--- src/rtl/core_dbg_itr_if.sv ---
// rtl/core_dbg_itr_if.sv - signal bundle between core_dbg_itr and its host/core neighbours
// master: host and core side (drives strobes, write data, handshake inputs)
// slave:  core_dbg_itr (drives read data, status, run-control pulses, ITR issue, DTR view)
interface core_dbg_itr_if #(
    parameter int INSN_WIDTH = 32,
    parameter int REG_WIDTH  = 64
);
    logic                  dbg_wr_en;
    logic                  dbg_rd_en;
    logic [3:0]            dbg_addr;
    logic [31:0]           dbg_wdata;
    logic [31:0]           dbg_rdata;
    logic                  dbg_busy;
    logic                  dbg_err;
    logic                  core_halted;
    logic                  halt_req;
    logic                  resume_req;
    logic                  itr_valid;
    logic [INSN_WIDTH-1:0] itr_insn;
    logic                  itr_ready;
    logic                  itr_done;
    logic                  dtr_core_wr_en;
    logic [REG_WIDTH-1:0]  dtr_core_wdata;
    logic [REG_WIDTH-1:0]  dtr_core_rdata;

    modport master (
        output dbg_wr_en, dbg_rd_en, dbg_addr, dbg_wdata,
        output core_halted, itr_ready, itr_done, dtr_core_wr_en, dtr_core_wdata,
        input  dbg_rdata, dbg_busy, dbg_err, halt_req, resume_req,
        input  itr_valid, itr_insn, dtr_core_rdata
    );

    modport slave (
        input  dbg_wr_en, dbg_rd_en, dbg_addr, dbg_wdata,
        input  core_halted, itr_ready, itr_done, dtr_core_wr_en, dtr_core_wdata,
        output dbg_rdata, dbg_busy, dbg_err, halt_req, resume_req,
        output itr_valid, itr_insn, dtr_core_rdata
    );
endinterface

--- src/rtl/core_dbg_itr.sv ---
// rtl/core_dbg_itr.sv - Tachyon debug register block with ITR instruction injection
// Ports: clk, rst (asynchronous, active-high), bus (core_dbg_itr_if.slave):
//   host register port (dbg_*), run-control pulses (halt_req/resume_req),
//   ITR issue handshake (itr_valid/itr_insn/itr_ready/itr_done) and the shared DTR.
module core_dbg_itr #(
    parameter int INSN_WIDTH = 32,
    parameter int REG_WIDTH  = 64
) (
    input  logic          clk,
    input  logic          rst,
    core_dbg_itr_if.slave bus
);
    localparam int HALF = REG_WIDTH / 2;

    typedef enum logic [3:0] {
        REG_DBGSC    = 4'd0,
        REG_DRUNCTRL = 4'd1,
        REG_ITR0     = 4'd2,
        REG_ITR1     = 4'd3,
        REG_ITR2     = 4'd4,
        REG_ITR3     = 4'd5,
        REG_DTR_HI   = 4'd6,
        REG_DTR_LO   = 4'd7
    } dbg_iface_reg_e;

    typedef enum logic [1:0] {
        ST_IDLE  = 2'd0,
        ST_ISSUE = 2'd1,
        ST_WAIT  = 2'd2
    } state_e;

    state_e                      state_q, state_d;
    logic [1:0]                  idx_q, idx_d;
    logic [1:0]                  itr_len_q, itr_len_d;
    logic [3:0][INSN_WIDTH-1:0]  itr_q, itr_d;
    logic                        err_q, err_d;
    logic                        halt_q, halt_d;
    logic                        resume_q, resume_d;
    logic [31:0]                 rdata_q, rdata_d;
    logic [REG_WIDTH-1:0]        dtr_q, dtr_d;
    logic                        busy;
    logic                        host_dtr_wr;

    assign busy        = (state_q != ST_IDLE);
    assign host_dtr_wr = bus.dbg_wr_en &&
                         (bus.dbg_addr == REG_DTR_HI || bus.dbg_addr == REG_DTR_LO);

    always_ff @(posedge clk or posedge rst) begin
        if (rst) begin
            state_q   <= ST_IDLE;
            idx_q     <= 2'd0;
            itr_len_q <= 2'd3;
            itr_q     <= '0;
            err_q     <= 1'b0;
            halt_q    <= 1'b0;
            resume_q  <= 1'b0;
            rdata_q   <= 32'd0;
            dtr_q     <= '0;
        end else begin
            state_q   <= state_d;
            idx_q     <= idx_d;
            itr_len_q <= itr_len_d;
            itr_q     <= itr_d;
            err_q     <= err_d;
            halt_q    <= halt_d;
            resume_q  <= resume_d;
            rdata_q   <= rdata_d;
            dtr_q     <= dtr_d;
        end
    end

    always_comb begin
        state_d   = state_q;
        idx_d     = idx_q;
        itr_len_d = itr_len_q;
        itr_d     = itr_q;
        err_d     = err_q;
        halt_d    = 1'b0;
        resume_d  = 1'b0;
        rdata_d   = rdata_q;
        dtr_d     = dtr_q;

        if (bus.dbg_wr_en) begin
            case (bus.dbg_addr)
                REG_DBGSC: begin
                    itr_len_d = bus.dbg_wdata[1:0];
                    if (bus.dbg_wdata[2]) err_d = 1'b0;
                end
                REG_DRUNCTRL: begin
                    // halt wins over resume; resume would race an in-flight sequence
                    halt_d   = bus.dbg_wdata[0];
                    resume_d = bus.dbg_wdata[1] & ~bus.dbg_wdata[0] & ~busy;
                end
                REG_ITR0, REG_ITR1, REG_ITR2: begin
                    // offsets 2,3,4 map to slots 0,1,2 via low two address bits + 2 (mod 4)
                    if (busy) err_d = 1'b1;
                    else      itr_d[bus.dbg_addr[1:0] + 2'd2] = bus.dbg_wdata[INSN_WIDTH-1:0];
                end
                REG_ITR3: begin
                    if (busy) begin
                        err_d = 1'b1;
                    end else begin
                        itr_d[3] = bus.dbg_wdata[INSN_WIDTH-1:0];
                        if (bus.core_halted) begin
                            state_d = ST_ISSUE;
                            idx_d   = 2'd0;
                        end else begin
                            err_d = 1'b1;
                        end
                    end
                end
                REG_DTR_HI: dtr_d[REG_WIDTH-1:HALF] = bus.dbg_wdata[HALF-1:0];
                REG_DTR_LO: dtr_d[HALF-1:0]         = bus.dbg_wdata[HALF-1:0];
                default: ;
            endcase
        end

        // core owns the DTR on a collision; the lost host write is flagged
        if (bus.dtr_core_wr_en) begin
            dtr_d = bus.dtr_core_wdata;
            if (host_dtr_wr) err_d = 1'b1;
        end

        // evaluated last so an abort error cannot be masked by a same-cycle DBGSC clear
        case (state_q)
            ST_ISSUE: begin
                if (!bus.core_halted) begin
                    state_d = ST_IDLE;
                    err_d   = 1'b1;
                end else if (bus.itr_ready) begin
                    if (idx_q == itr_len_q) state_d = ST_WAIT;
                    else                    idx_d   = idx_q + 2'd1;
                end
            end
            ST_WAIT: begin
                if (bus.itr_done) state_d = ST_IDLE;
            end
            default: ;
        endcase

        if (bus.dbg_rd_en) begin
            case (bus.dbg_addr)
                REG_DTR_HI: rdata_d = dtr_q[REG_WIDTH-1:HALF];
                REG_DTR_LO: rdata_d = dtr_q[HALF-1:0];
                default:    rdata_d = 32'd0;
            endcase
        end
    end

    assign bus.dbg_rdata      = rdata_q;
    assign bus.dbg_busy       = busy;
    assign bus.dbg_err        = err_q;
    assign bus.halt_req       = halt_q;
    assign bus.resume_req     = resume_q;
    assign bus.itr_valid      = (state_q == ST_ISSUE);
    assign bus.itr_insn       = (state_q == ST_ISSUE) ? itr_q[idx_q] : '0;
    assign bus.dtr_core_rdata = dtr_q;

endmodule

--- src/flat_wrapper.sv ---
// flat-port wrapper written by rule: the top's interface ports become plain ports
module core_dbg_itr_flat 
#(
    parameter int INSN_WIDTH = 32,
    parameter int REG_WIDTH  = 64
)
  (clk, rst, bus_dbg_wr_en, bus_dbg_rd_en, bus_dbg_addr, bus_dbg_wdata, bus_core_halted, bus_itr_ready, bus_itr_done, bus_dtr_core_wr_en, bus_dtr_core_wdata, bus_dbg_rdata, bus_dbg_busy, bus_dbg_err, bus_halt_req, bus_resume_req, bus_itr_valid, bus_itr_insn, bus_dtr_core_rdata);
  core_dbg_itr_if #(.INSN_WIDTH(INSN_WIDTH), .REG_WIDTH(REG_WIDTH)) bus_i ();
  input  logic clk;
  input  logic rst;
  input wire logic [$bits(bus_i.dbg_wr_en)-1:0] bus_dbg_wr_en;
  input wire logic [$bits(bus_i.dbg_rd_en)-1:0] bus_dbg_rd_en;
  input wire logic [$bits(bus_i.dbg_addr)-1:0] bus_dbg_addr;
  input wire logic [$bits(bus_i.dbg_wdata)-1:0] bus_dbg_wdata;
  input wire logic [$bits(bus_i.core_halted)-1:0] bus_core_halted;
  input wire logic [$bits(bus_i.itr_ready)-1:0] bus_itr_ready;
  input wire logic [$bits(bus_i.itr_done)-1:0] bus_itr_done;
  input wire logic [$bits(bus_i.dtr_core_wr_en)-1:0] bus_dtr_core_wr_en;
  input wire logic [$bits(bus_i.dtr_core_wdata)-1:0] bus_dtr_core_wdata;
  output wire logic [$bits(bus_i.dbg_rdata)-1:0] bus_dbg_rdata;
  output wire logic [$bits(bus_i.dbg_busy)-1:0] bus_dbg_busy;
  output wire logic [$bits(bus_i.dbg_err)-1:0] bus_dbg_err;
  output wire logic [$bits(bus_i.halt_req)-1:0] bus_halt_req;
  output wire logic [$bits(bus_i.resume_req)-1:0] bus_resume_req;
  output wire logic [$bits(bus_i.itr_valid)-1:0] bus_itr_valid;
  output wire logic [$bits(bus_i.itr_insn)-1:0] bus_itr_insn;
  output wire logic [$bits(bus_i.dtr_core_rdata)-1:0] bus_dtr_core_rdata;
  assign bus_i.dbg_wr_en = bus_dbg_wr_en;
  assign bus_i.dbg_rd_en = bus_dbg_rd_en;
  assign bus_i.dbg_addr = bus_dbg_addr;
  assign bus_i.dbg_wdata = bus_dbg_wdata;
  assign bus_i.core_halted = bus_core_halted;
  assign bus_i.itr_ready = bus_itr_ready;
  assign bus_i.itr_done = bus_itr_done;
  assign bus_i.dtr_core_wr_en = bus_dtr_core_wr_en;
  assign bus_i.dtr_core_wdata = bus_dtr_core_wdata;
  assign bus_dbg_rdata = bus_i.dbg_rdata;
  assign bus_dbg_busy = bus_i.dbg_busy;
  assign bus_dbg_err = bus_i.dbg_err;
  assign bus_halt_req = bus_i.halt_req;
  assign bus_resume_req = bus_i.resume_req;
  assign bus_itr_valid = bus_i.itr_valid;
  assign bus_itr_insn = bus_i.itr_insn;
  assign bus_dtr_core_rdata = bus_i.dtr_core_rdata;
  core_dbg_itr #(.INSN_WIDTH(INSN_WIDTH), .REG_WIDTH(REG_WIDTH)) u_core (.clk(clk), .rst(rst), .bus(bus_i));
endmodule
--- config.mk ---
export PLATFORM = sky130hd
export DESIGN_NAME = core_dbg_itr_flat
export DESIGN_NICKNAME = d
export VERILOG_FILES = /design/src/rtl/core_dbg_itr_if.sv /design/src/rtl/core_dbg_itr.sv /design/src/flat_wrapper.sv
export SDC_FILE = /design/constraint.sdc
export NUM_CORES = 1
export LEC_CHECK = 0
export CAP_MARGIN = 10
export CORE_MARGIN = 4
export CORE_UTILIZATION = 40
export CTS_CLUSTER_DIAMETER = 50
export DETAILED_ROUTE_END_ITERATION = 12
export PLACE_DENSITY = 0.64
export RECOVER_POWER = 25
export SLEW_MARGIN = 10
export SYNTH_ARGS = -nofsm -noshare
export SYNTH_HDL_FRONTEND = slang
export SYNTH_SLANG_ARGS = --single-unit
export TNS_END_PERCENT = 100
--- constraint.sdc ---
create_clock -name clk -period 15.8 [get_ports clk]
set_input_delay 3.16 -clock clk [delete_from_list [all_inputs] [get_ports clk]]
set_output_delay 3.16 -clock clk [all_outputs]
set_load 0.01 [all_outputs]
==> impl_results.md <==
- Compound-cell area share of the yosys netlist: 0.106
- Crit Path Class: in2async
- Dominant register cell in the synthesized netlist: dfrtp_1
- Starting density of the core: 0.411
- Ys async rst share: 1.00
- Adder-cell share of the synthesized area: 0.00463
- H-tree lvl count: 1
- Slowest stage cell, crit path: clkinvlp_2
- Post-synth EDFFs: 0
- Worst slew margin: -1.56
- Yosys cell types: 36
- DR pass1 iterations: 5
- Fmax: ~150 MHz
- Mapped Cells: roughly 980
- Resized cells post-CTS: 0
- Worst Setup SP: rst
- Synthesized-area fraction occupied by xor and xnor cells: 0.00243
- Failing checks: capacitance limit, slew limit
- Synth top cells by count: dfrtp_1 (231), a21oi_1 (160), nand2_1 (139)
- Synth area leaders: dfrtp_1 (54%), mux2_2 (9.9%), a21oi_1 (7.4%)
- Root Driver: clkbuf_16
- Syn Nets: between 1000 and 1500
- Layout Area Growth over Synthesis: 33.7%
- Minimum clock period: ~6.5 ns
- Overall routing resource usage: 0.216
- Largest net degree at the start of global routing: between 80 and 90
- Drt wl/cell: ~21 µm
- Die Ht: 172 µm
- DRT met1 WL: between 10 and 15 mm
- Crit-path max cell delay: 2.15 ns
- Buffers added on ports: 240
- Worst hold start: u_core.itr_q[99]
- PD cells: 142 nW/µm²
- Peak supply drop: 0.0765 mV
- DR vias/cell: 5.42
- Critical Path AT: about 7 ns
- Top layer in use: met4
- Critical path endpoint category: asynchronous set/reset pin
- Setup Buffers After CTS: 0
- Layout cells sized above 1: 0.166
- Largest fanout on the critical path: 84
- Worst setup SP type: input port
- Hpwl dp: 21.0 mm
- Worst-case clock buffer depth: 3
- Via count: between 8000 and 9000
- Setup violators final: 0
- Die area: between 20000 and 30000 µm²
- Placement row count: 59
- Diode count: 0
- Cell taking the most area after synthesis: dfrtp_1
- P_leak: 6.25 nW
- Met2 WL: 16.1 mm
- Synth Warn #: 0
- Hold_ws: 0.463 ns
- TritonCTS clock tree: built
- Post-synth top area share: 0.535
- Reg clk slew, reported paths: around 0.060 ns
- HP Class: reg2reg
- Post-synthesis simple-gate area fraction: 0.148
- Largest family of logic cells by synthesized area: multiplexers
- GRT overflow: 0
- Status: finished, violations left
- Worst clock skew: 0.0118 ns
- Proportion of synthesized area in mux cells: 0.166
- DRT iter0 DRCs: 427
- Vias in the first global route: 8747
- Antenna viol nets, final: 0
- Synthesized area per cell: 11.0 µm²
- DRC violations left: 0
- Num CTS Buffers: 30
- Most frequent cell after synthesis: dfrtp_1
- Core area: 26300 µm²
- Initial antenna violation count: 0
- CTS sink count: 233
- I/O Pins: 241
- Worst-Skew Late Latency: 0.54 ns
- Worst Tran Pin Value: 3.83 ns
- GP Congestion: a little under 0.8
- Mapped Area: about 11000 µm²
- Post-route clock period utilization: 0.413
- Origin of the critical flop-to-flop path: u_core.state_q[0]
- Fin nets: 1302
- Cell Chain, Critical Path: dlygate4sd3_1, clkinvlp_2, buf_4
- Post-synthesis sequential area ratio: 0.540
- Hold_buf cts: 0
- CP required: 16.26 ns
- WL final: 32.8 mm
- Max-slew violations: around 120
- MaxCap Viol Count: 2
- Met3 wire len: approximately 2.3 mm
- RSZ-0062 raised after global routing: no
- CP bufs+invs: 3
- Final hold violation count: 0
- Critical path's top delay family: buffers and inverters
- Setup TNS: 0 ns
- Die W: 172 µm
- First-pass GRT wire length: 50.0 mm
- FF+latch count, synth: around 230
-- worst paths after layout --
kind,endpoint,slack (ns),cells after the start
setup reg to reg,u_core.itr_q[37],12.62,5
hold / removal,u_core.itr_q[99],0.46,2
max in group clk,bus_itr_insn[15],9.61,4
min in group asynchronous,u_core.itr_q[33],4.22,2
setup / recovery,u_core.idx_q[0],9.28,3
hold reg to reg,u_core.itr_q[99],0.46,2
-- routing by layer --
metal	vias up	track usage
met4	0	0.0533
met2	269	0.366
met5	-	0
met3	48	0.0519
li1	3846	-
met1	4229	0.283
-- area by class of cell --
cell class	count	area, µm²
Tap cell	335	419
Fill cell	2306	11800
Multi-Input combinational cell	667	4640
Clock inverter	10	146
Timing Repair Buffer	251	2470
Sequential cell	233	5830
Inverter	7	27.5
Clock buffer	45	898
-- per-stage QoR --
stage	cells	util	total power, mW	setup WS [ns]	cell area (µm²)
finish	1548	0.549	2.05	9.28	14400
detailed placement	1493	0.510	1.36	10.10	13400
CTS	1548	0.550	2.07	9.53	14500
global route	1548	0.549	2.16	8.54	14400
floorplan	982	-	1.14	6.25	10800
global placement	1493	0.510	1.35	10.13	13400
-- flip-flops by register name, summed over array words and instances, names as in the netlist --
signal                     cells
u_core.bus.dtr_core_rdata     64
u_core.itr_q                 128
u_core.bus.dbg_rdata          32
u_core.bus.resume_req          1
u_core.state_q                 2
u_core.bus.halt_req            1
u_core.idx_q                   2
u_core.itr_len_q               2
u_core.bus.dbg_err             1
-- logic make-up (layout without fill, tap and decap cells) --
group,after synthesis,count (layout)
simple gates,327,327
buf+inv,82,313
mux,127,127
compound gates,206,206
flops,233,233
fa+ha+maj,4,4
xor+xnor,3,3
-- where the power goes --
part           internal (mW)  switching [mW]
sequential             0.739          0.0890
clock                  0.442           0.262
combinational          0.300           0.217
total                   1.48           0.568
-- placed cells by master, fill, tap and decap left out, types with 7 or more instances in the layout --
cell	instances
nor2_1	33
mux4_2	32
nor2b_1	67
clkbuf_1	8
a22oi_1	33
a21oi_1	160
dfrtp_1	230
dlygate4sd3_1	22
clkbuf_16	31
nand2_1	139
nand3_1	33
mux2_2	95
clkdlybuf4s50_1	216
buf_4	11
and2_1	32
clkbuf_8	7
-- worst min-delay path: cells and delay by family (launching register included) --
kind / cells / cell delay [ns]
AND/OR/NAND/NOR: 2 / 0.10
flip-flops: 1 / 0.34
Note: power is estimated with default switching activity, not from simulation.
